===== config.mk =====
export PLATFORM = sky130hd
export DESIGN_NAME = ahb_bram_ctrl
export DESIGN_NICKNAME = d
export VERILOG_FILES = /design/src/rtl/ahb_bram_ctrl.sv
export SDC_FILE = /design/constraint.sdc
export NUM_CORES = 1
export LEC_CHECK = 0
export CORE_ASPECT_RATIO = 1.75
export CORE_MARGIN = 2
export CORE_UTILIZATION = 26
export CTS_CLUSTER_DIAMETER = 50
export DETAILED_ROUTE_END_ITERATION = 10
export PLACE_DENSITY = 0.63
export SYNTH_ARGS = -nofsm -noshare
export SYNTH_HDL_FRONTEND = slang
export SYNTH_SLANG_ARGS = --single-unit

===== constraint.sdc =====
create_clock -name clk -period 2.2 [get_ports clk]
set_input_delay 0.66 -clock clk [delete_from_list [all_inputs] [get_ports clk]]
set_output_delay 0.66 -clock clk [all_outputs]
set_load 0.02 [all_outputs]

===== src/rtl/ahb_bram_ctrl.sv =====
// AHB-Lite zero-wait slave in front of a dual-port block RAM (write port A, registered read port B).
// Read data is merged with a same-word write still in its data phase; illegal transfers get a two-cycle ERROR.
module ahb_bram_ctrl #(
    parameter int ADDR_WIDTH = 14
) (
    input  logic                  clk,
    input  logic                  rst_n,
    input  logic                  hsel,
    input  logic [31:0]           haddr,
    input  logic [1:0]            htrans,
    input  logic                  hwrite,
    input  logic [2:0]            hsize,
    input  logic [31:0]           hwdata,
    input  logic                  hready,
    output logic                  hreadyout,
    output logic                  hresp,
    output logic [31:0]           hrdata,
    output logic [ADDR_WIDTH-1:0] bram_addra,
    output logic [31:0]           bram_dina,
    output logic [3:0]            bram_wea,
    output logic [ADDR_WIDTH-1:0] bram_addrb,
    input  logic [31:0]           bram_doutb
);

    typedef enum logic [2:0] {
        S_IDLE = 3'd0,
        S_WR   = 3'd1,
        S_RD   = 3'd2,
        S_ERR1 = 3'd3,
        S_ERR2 = 3'd4
    } state_t;

    state_t                state_q, state_d;
    logic [ADDR_WIDTH-1:0] addr_q, addr_d;
    logic [3:0]            mask_q, mask_d;
    logic [3:0]            fwd_mask_q, fwd_mask_d;
    logic [31:0]           fwd_data_q, fwd_data_d;

    logic                  accept;
    logic                  legal;
    logic [3:0]            lane_mask;
    logic [ADDR_WIDTH-1:0] word_addr;
    logic [31:0]           fwd_bits;
    logic                  unused_bits;

    assign unused_bits = ^{haddr[31:ADDR_WIDTH+2], htrans[0]};

    assign word_addr  = haddr[ADDR_WIDTH+1:2];
    assign bram_addrb = word_addr;
    assign bram_addra = addr_q;

    // ERR1 holds hreadyout low, so nothing is sampled there
    assign accept = hsel & htrans[1] & hready & (state_q != S_ERR1);

    always_comb begin
        lane_mask = 4'b0000;
        legal     = 1'b0;
        case (hsize)
            3'd0: begin
                lane_mask = 4'b0001 << haddr[1:0];
                legal     = 1'b1;
            end
            3'd1: begin
                lane_mask = 4'b0011 << haddr[1:0];
                legal     = ~haddr[0];
            end
            3'd2: begin
                lane_mask = 4'b1111;
                legal     = (haddr[1:0] == 2'b00);
            end
            default: begin
                lane_mask = 4'b0000;
                legal     = 1'b0;
            end
        endcase
    end

    // State register
    always_ff @(posedge clk) begin
        if (!rst_n) begin
            state_q    <= S_IDLE;
            addr_q     <= '0;
            mask_q     <= 4'b0000;
            fwd_mask_q <= 4'b0000;
            fwd_data_q <= 32'h0;
        end else begin
            state_q    <= state_d;
            addr_q     <= addr_d;
            mask_q     <= mask_d;
            fwd_mask_q <= fwd_mask_d;
            fwd_data_q <= fwd_data_d;
        end
    end

    // Next-state logic
    always_comb begin
        state_d    = S_IDLE;
        addr_d     = addr_q;
        mask_d     = mask_q;
        fwd_mask_d = fwd_mask_q;
        fwd_data_d = fwd_data_q;
        if (state_q == S_ERR1) begin
            state_d = S_ERR2;
        end else if (accept) begin
            if (!legal) begin
                state_d = S_ERR1;
            end else if (hwrite) begin
                state_d = S_WR;
            end else begin
                state_d = S_RD;
            end
            addr_d     = word_addr;
            mask_d     = lane_mask;
            fwd_mask_d = 4'b0000;
            // RAM read port returns pre-write data on the commit edge, so capture the write lanes
            if (state_q == S_WR && legal && !hwrite && word_addr == addr_q) begin
                fwd_mask_d = mask_q;
                fwd_data_d = hwdata;
            end
        end
    end

    always_comb begin
        fwd_bits = 32'h0;
        for (int i = 0; i < 4; i++) begin
            fwd_bits[8*i +: 8] = {8{fwd_mask_q[i]}};
        end
    end

    // Outputs; forced to idle values while reset is asserted so a pending write is dropped
    always_comb begin
        hreadyout = 1'b1;
        hresp     = 1'b0;
        hrdata    = 32'h0;
        bram_wea  = 4'b0000;
        bram_dina = 32'h0;
        if (rst_n) begin
            case (state_q)
                S_WR: begin
                    bram_wea  = mask_q;
                    bram_dina = hwdata;
                end
                S_RD: begin
                    hrdata = (bram_doutb & ~fwd_bits) | (fwd_data_q & fwd_bits);
                end
                S_ERR1: begin
                    hreadyout = 1'b0;
                    hresp     = 1'b1;
                end
                S_ERR2: begin
                    hresp = 1'b1;
                end
                default: begin
                    hreadyout = 1'b1;
                end
            endcase
        end
    end

endmodule


==> impl_results.md <==
* Port Buf Inserts at about 190
* Post-DR wirelength/cell at roughly 16 um
* DRC violation count after routing at 0
* Compound-cell area share of the yosys netlist at ~17%
* Num CTS Buffers at 9
* GP Congestion at 0.735
* Data required, critical path at 1.54 ns
* P_leak at approximately 2.7 nW
* Root Buffer: clkbuf_16
* CORE AREA at between 10000 and 15000 sq um
* Largest family of logic cells by synthesized area: simple AND/OR/NAND/NOR gates
* CTS tree: built
* Vias in the first global route at around 4000
* Aggregate global routing overflow at 0
* Commonest non-fill, non-tap cell in the layout: clkdlybuf4s50_1
* Reg-to-Reg End: fwd_data_q[18]
* Worst reg-to-reg setup slack at 0.17 ns
* Final core area utilization at about 48%
* Yosys cell types at 33
* First-pass GRT wire length at 20200 um
* Gate Count Post-Synth at 420
* Slowest-stage cell, CP: clkdlybuf4s50_1
* CP Launch Type: input pin
* GRT Total Usage at between 15 and 20%
* Max Fclk at roughly 460 MHz
* Hpwl dp at ~9000 um
* Clock Skew at around 0.0077 ns
* CP Max Fanout at 3
* DR pass1 iterations at 4
* FP Rows at 55
* Clock latency on the worst-skew pair at 0.33 ns
* Period utilization at 99.1%
* Largest net degree at the start of global routing at slightly above 50
* Via density at between 4 and 5
* Hold/Removal Path Class: flop to flop
* Final min period at between 2 and 2.5 ns
* Clock tree buffer depth at 2
* Critical Path Max Stage Delay at ~0.51 ns
* Adder-cell share of the synthesized area at 0%
* Layout cells sized above 1 at a little over a third
* Outcome: finished, final reports clean
* Final Hold Fails at 0
* Sw Share at 22.7%
* R2R depth at 8
* Power per cell area at just over 500 nW/um^2
* Crit path kind: input pin to primary output
* Ys Warns at 0
* Most frequent cells in the layout: 87 x clkdlybuf4s50_1, 85 x buf_4, 54 x dfxtp_1
* XOR/XNOR share of the synthesized area at 3.58%
* Hold depth at 2
* Ant diodes at 0
* Yosys reg bits at 57
* DRT antenna net count at 0
* Power share of the combinational group at approximately 15%
* Fillers at roughly 1300
* Slew HR at approximately three fifths
* Final wirelength at between 10000 and 15000 um
* VDD IR-drop max at about 0.46 mV
* Via count at ~4000
* Int Power at about 0.0025 W
* Hold_buf cts at 0
* Final Total Pwr at about 0.0032 W
* Final #Nets at 753
* Worst setup EP type: primary output
* RSZ-0062 raised after global routing: yes
* Area grow syn2layout at 80.4%
* Die Y-Extent at around 160 um
* FF-to-FF Start: state_q[2]
* Starting Density at between 20% and 30%
* Syn_area_per_cell at between 8 and 9 sq um
* Seq/Total Area, Yosys at about a third
* Setup violators final at 0
* Mapped cell area at around 3400 sq um
* Simple-gate share of the synthesized area at approximately a quarter
* Hold_sp: fwd_data_q[31]
* CTS sink cnt at 57
* Hold Path Sink: fwd_data_q[31]
* Critical Path AT at 1.52 ns
* Max-capacitance violation count at 0
* Crit path max-delay family: buffers and inverters
* NetSw at 0.000721 W
* Critical path, cell by cell: clkdlybuf4s50_1 > dlygate4sd2_1
* Die ar. at approximately 14000 sq um
* Seq pwr share at roughly a third
* Die width at 90.8 um
* Clock-pin transition on the worst setup and hold timing paths at 0.06 ns
* Slew @ Worst Pin at approximately 0.62 ns
* Num ports at ~200
* Bufs and invs on worst path at 2
* H-tree levels at 3
* Clock network power share at around half
* Initial antenna violation count at 0
* Initial DRC count at 104
* Max-slew violations at 0
* Syn Nets at about 530
* Post-synthesis mux area share at under 10%
-- registers in the layout (all words and copies together), names as in the netlist --
register	flops
bram_addra	14
fwd_data_q	32
state_q	3
fwd_mask_q	4
mask_q	4
-- final cells by class --
class / count / area (sq um) / area share, %
tap: 171 / 214 / 3.46
sequential: 57 / 1140 / 18.5
timing repair buffer: 266 / 2410 / 39.0
inverter: 4 / 15.0 / 0.243
clock buffer: 10 / 239 / 3.87
clock inverter: 6 / 115 / 1.86
multi-input combinational: 309 / 2040 / 33.1
-- cells in the mapped netlist --
| cell type | number | area share, % |
|---|---|---|
| clkbuf_1 | 24 | 2.6 |
| nand3b_2 | 1 | 0.33 |
| mux2i_1 | 33 | 9.6 |
| nand4_4 | 1 | 0.62 |
| o21ai_1 | 2 | 0.29 |
| o21bai_1 | 1 | 0.22 |
| nor2_1 | 39 | 4.3 |
| clkinv_1 | 1 | 0.11 |
| and4_1 | 1 | 0.26 |
| a211oi_1 | 1 | 0.22 |
| dfxtp_1 | 57 | 33 |
| nand2_1 | 36 | 3.9 |
| xnor2_1 | 14 | 3.6 |
| a22oi_1 | 1 | 0.22 |
| nor3b_4 | 1 | 0.55 |
| buf_6 | 9 | 3.0 |
| nor4_4 | 1 | 0.62 |
| nand4_2 | 1 | 0.37 |
| o21ai_0 | 2 | 0.29 |
| nor2b_1 | 2 | 0.37 |
| and3_1 | 37 | 6.8 |
| nand4_1 | 6 | 1.1 |
| mux2_2 | 1 | 0.33 |
| or3_4 | 1 | 0.33 |
| nand3_1 | 38 | 5.6 |
| or4_4 | 1 | 0.33 |
| buf_4 | 17 | 3.7 |
| inv_1 | 3 | 0.33 |
| nor3_1 | 3 | 0.44 |
| nor3_4 | 1 | 0.47 |
| o21ai_2 | 30 | 7.7 |
| a21oi_1 | 52 | 7.6 |
| o211a_1 | 2 | 0.58 |
-- worst max-delay path by stage --
stage | startpoint | end | slack (ns) | cells past startpoint
after CTS | bram_doutb[8] | hrdata[8] | 0.001 | 4
final | haddr[7] | bram_addrb[5] | 0.02 | 2
after detailed placement | hsize[0] | fwd_data_q[5] | -0.44 | 8
after floorplan | hsize[0] | fwd_data_q[10] | 0.17 | 6
after global routing | haddr[1] | fwd_data_q[10] | -0.02 | 7
after global placement | hwdata[12] | bram_dina[12] | -0.38 | 3
-- cells by family after synthesis --
kind of cell	Yosys count
XOR/XNOR	14
multiplexers	34
buffers and inverters	54
AO/OA/AOI/OAI	91
flip-flops	57
AND/OR/NAND/NOR	170
-- through the flow --
stage	cells	area, sq um	TNS, ns	setup WS (ns)	hold slack [ns]
6_report	823	6180	0	0.0189	0.461
5_1_grt	823	6180	-0.155	-0.0187	0.478
4_1_cts	818	5980	0	0.00112	0.464
3_5_place_dp	795	5760	-40.41	-0.445	0.456
3_3_place_gp	795	5760	-38.63	-0.382	0.445
2_1_floorplan	420	3430	0	0.171	0.439
-- metal layers --
metal | vias up | global-route usage, % | share of wire [%]
met4 | 0 | 6.93 | 2.3
met5 | - | 0 | 0
met3 | 19 | 4.15 | 6.0
met1 | 1826 | 17.2 | 36
met2 | 138 | 35.3 | 56
li1 | 1915 | - | -
-- power by group through the flow --
stage                     Combinational (W)  Clock, W  Sequential [W]
after global placement             0.000478         0         0.00108
after floorplan                    0.000158         0         0.00109
after global routing               0.000514   0.00174         0.00106
after CTS                          0.000467   0.00169         0.00105
after detailed placement           0.000483         0         0.00108
final                              0.000480   0.00165         0.00106
-- timing repair --
action / 4_1_cts / 5_1_grt
cloned: 3 / 4
pin swaps: 5 / 7
setup buffers: 5 / 1
resized for setup: 299 / 88
setup endpoints to repair: 117 / 73
hold endpoints to repair: 0 / 0
No activity file was read; power rests on OpenSTA's default activity.
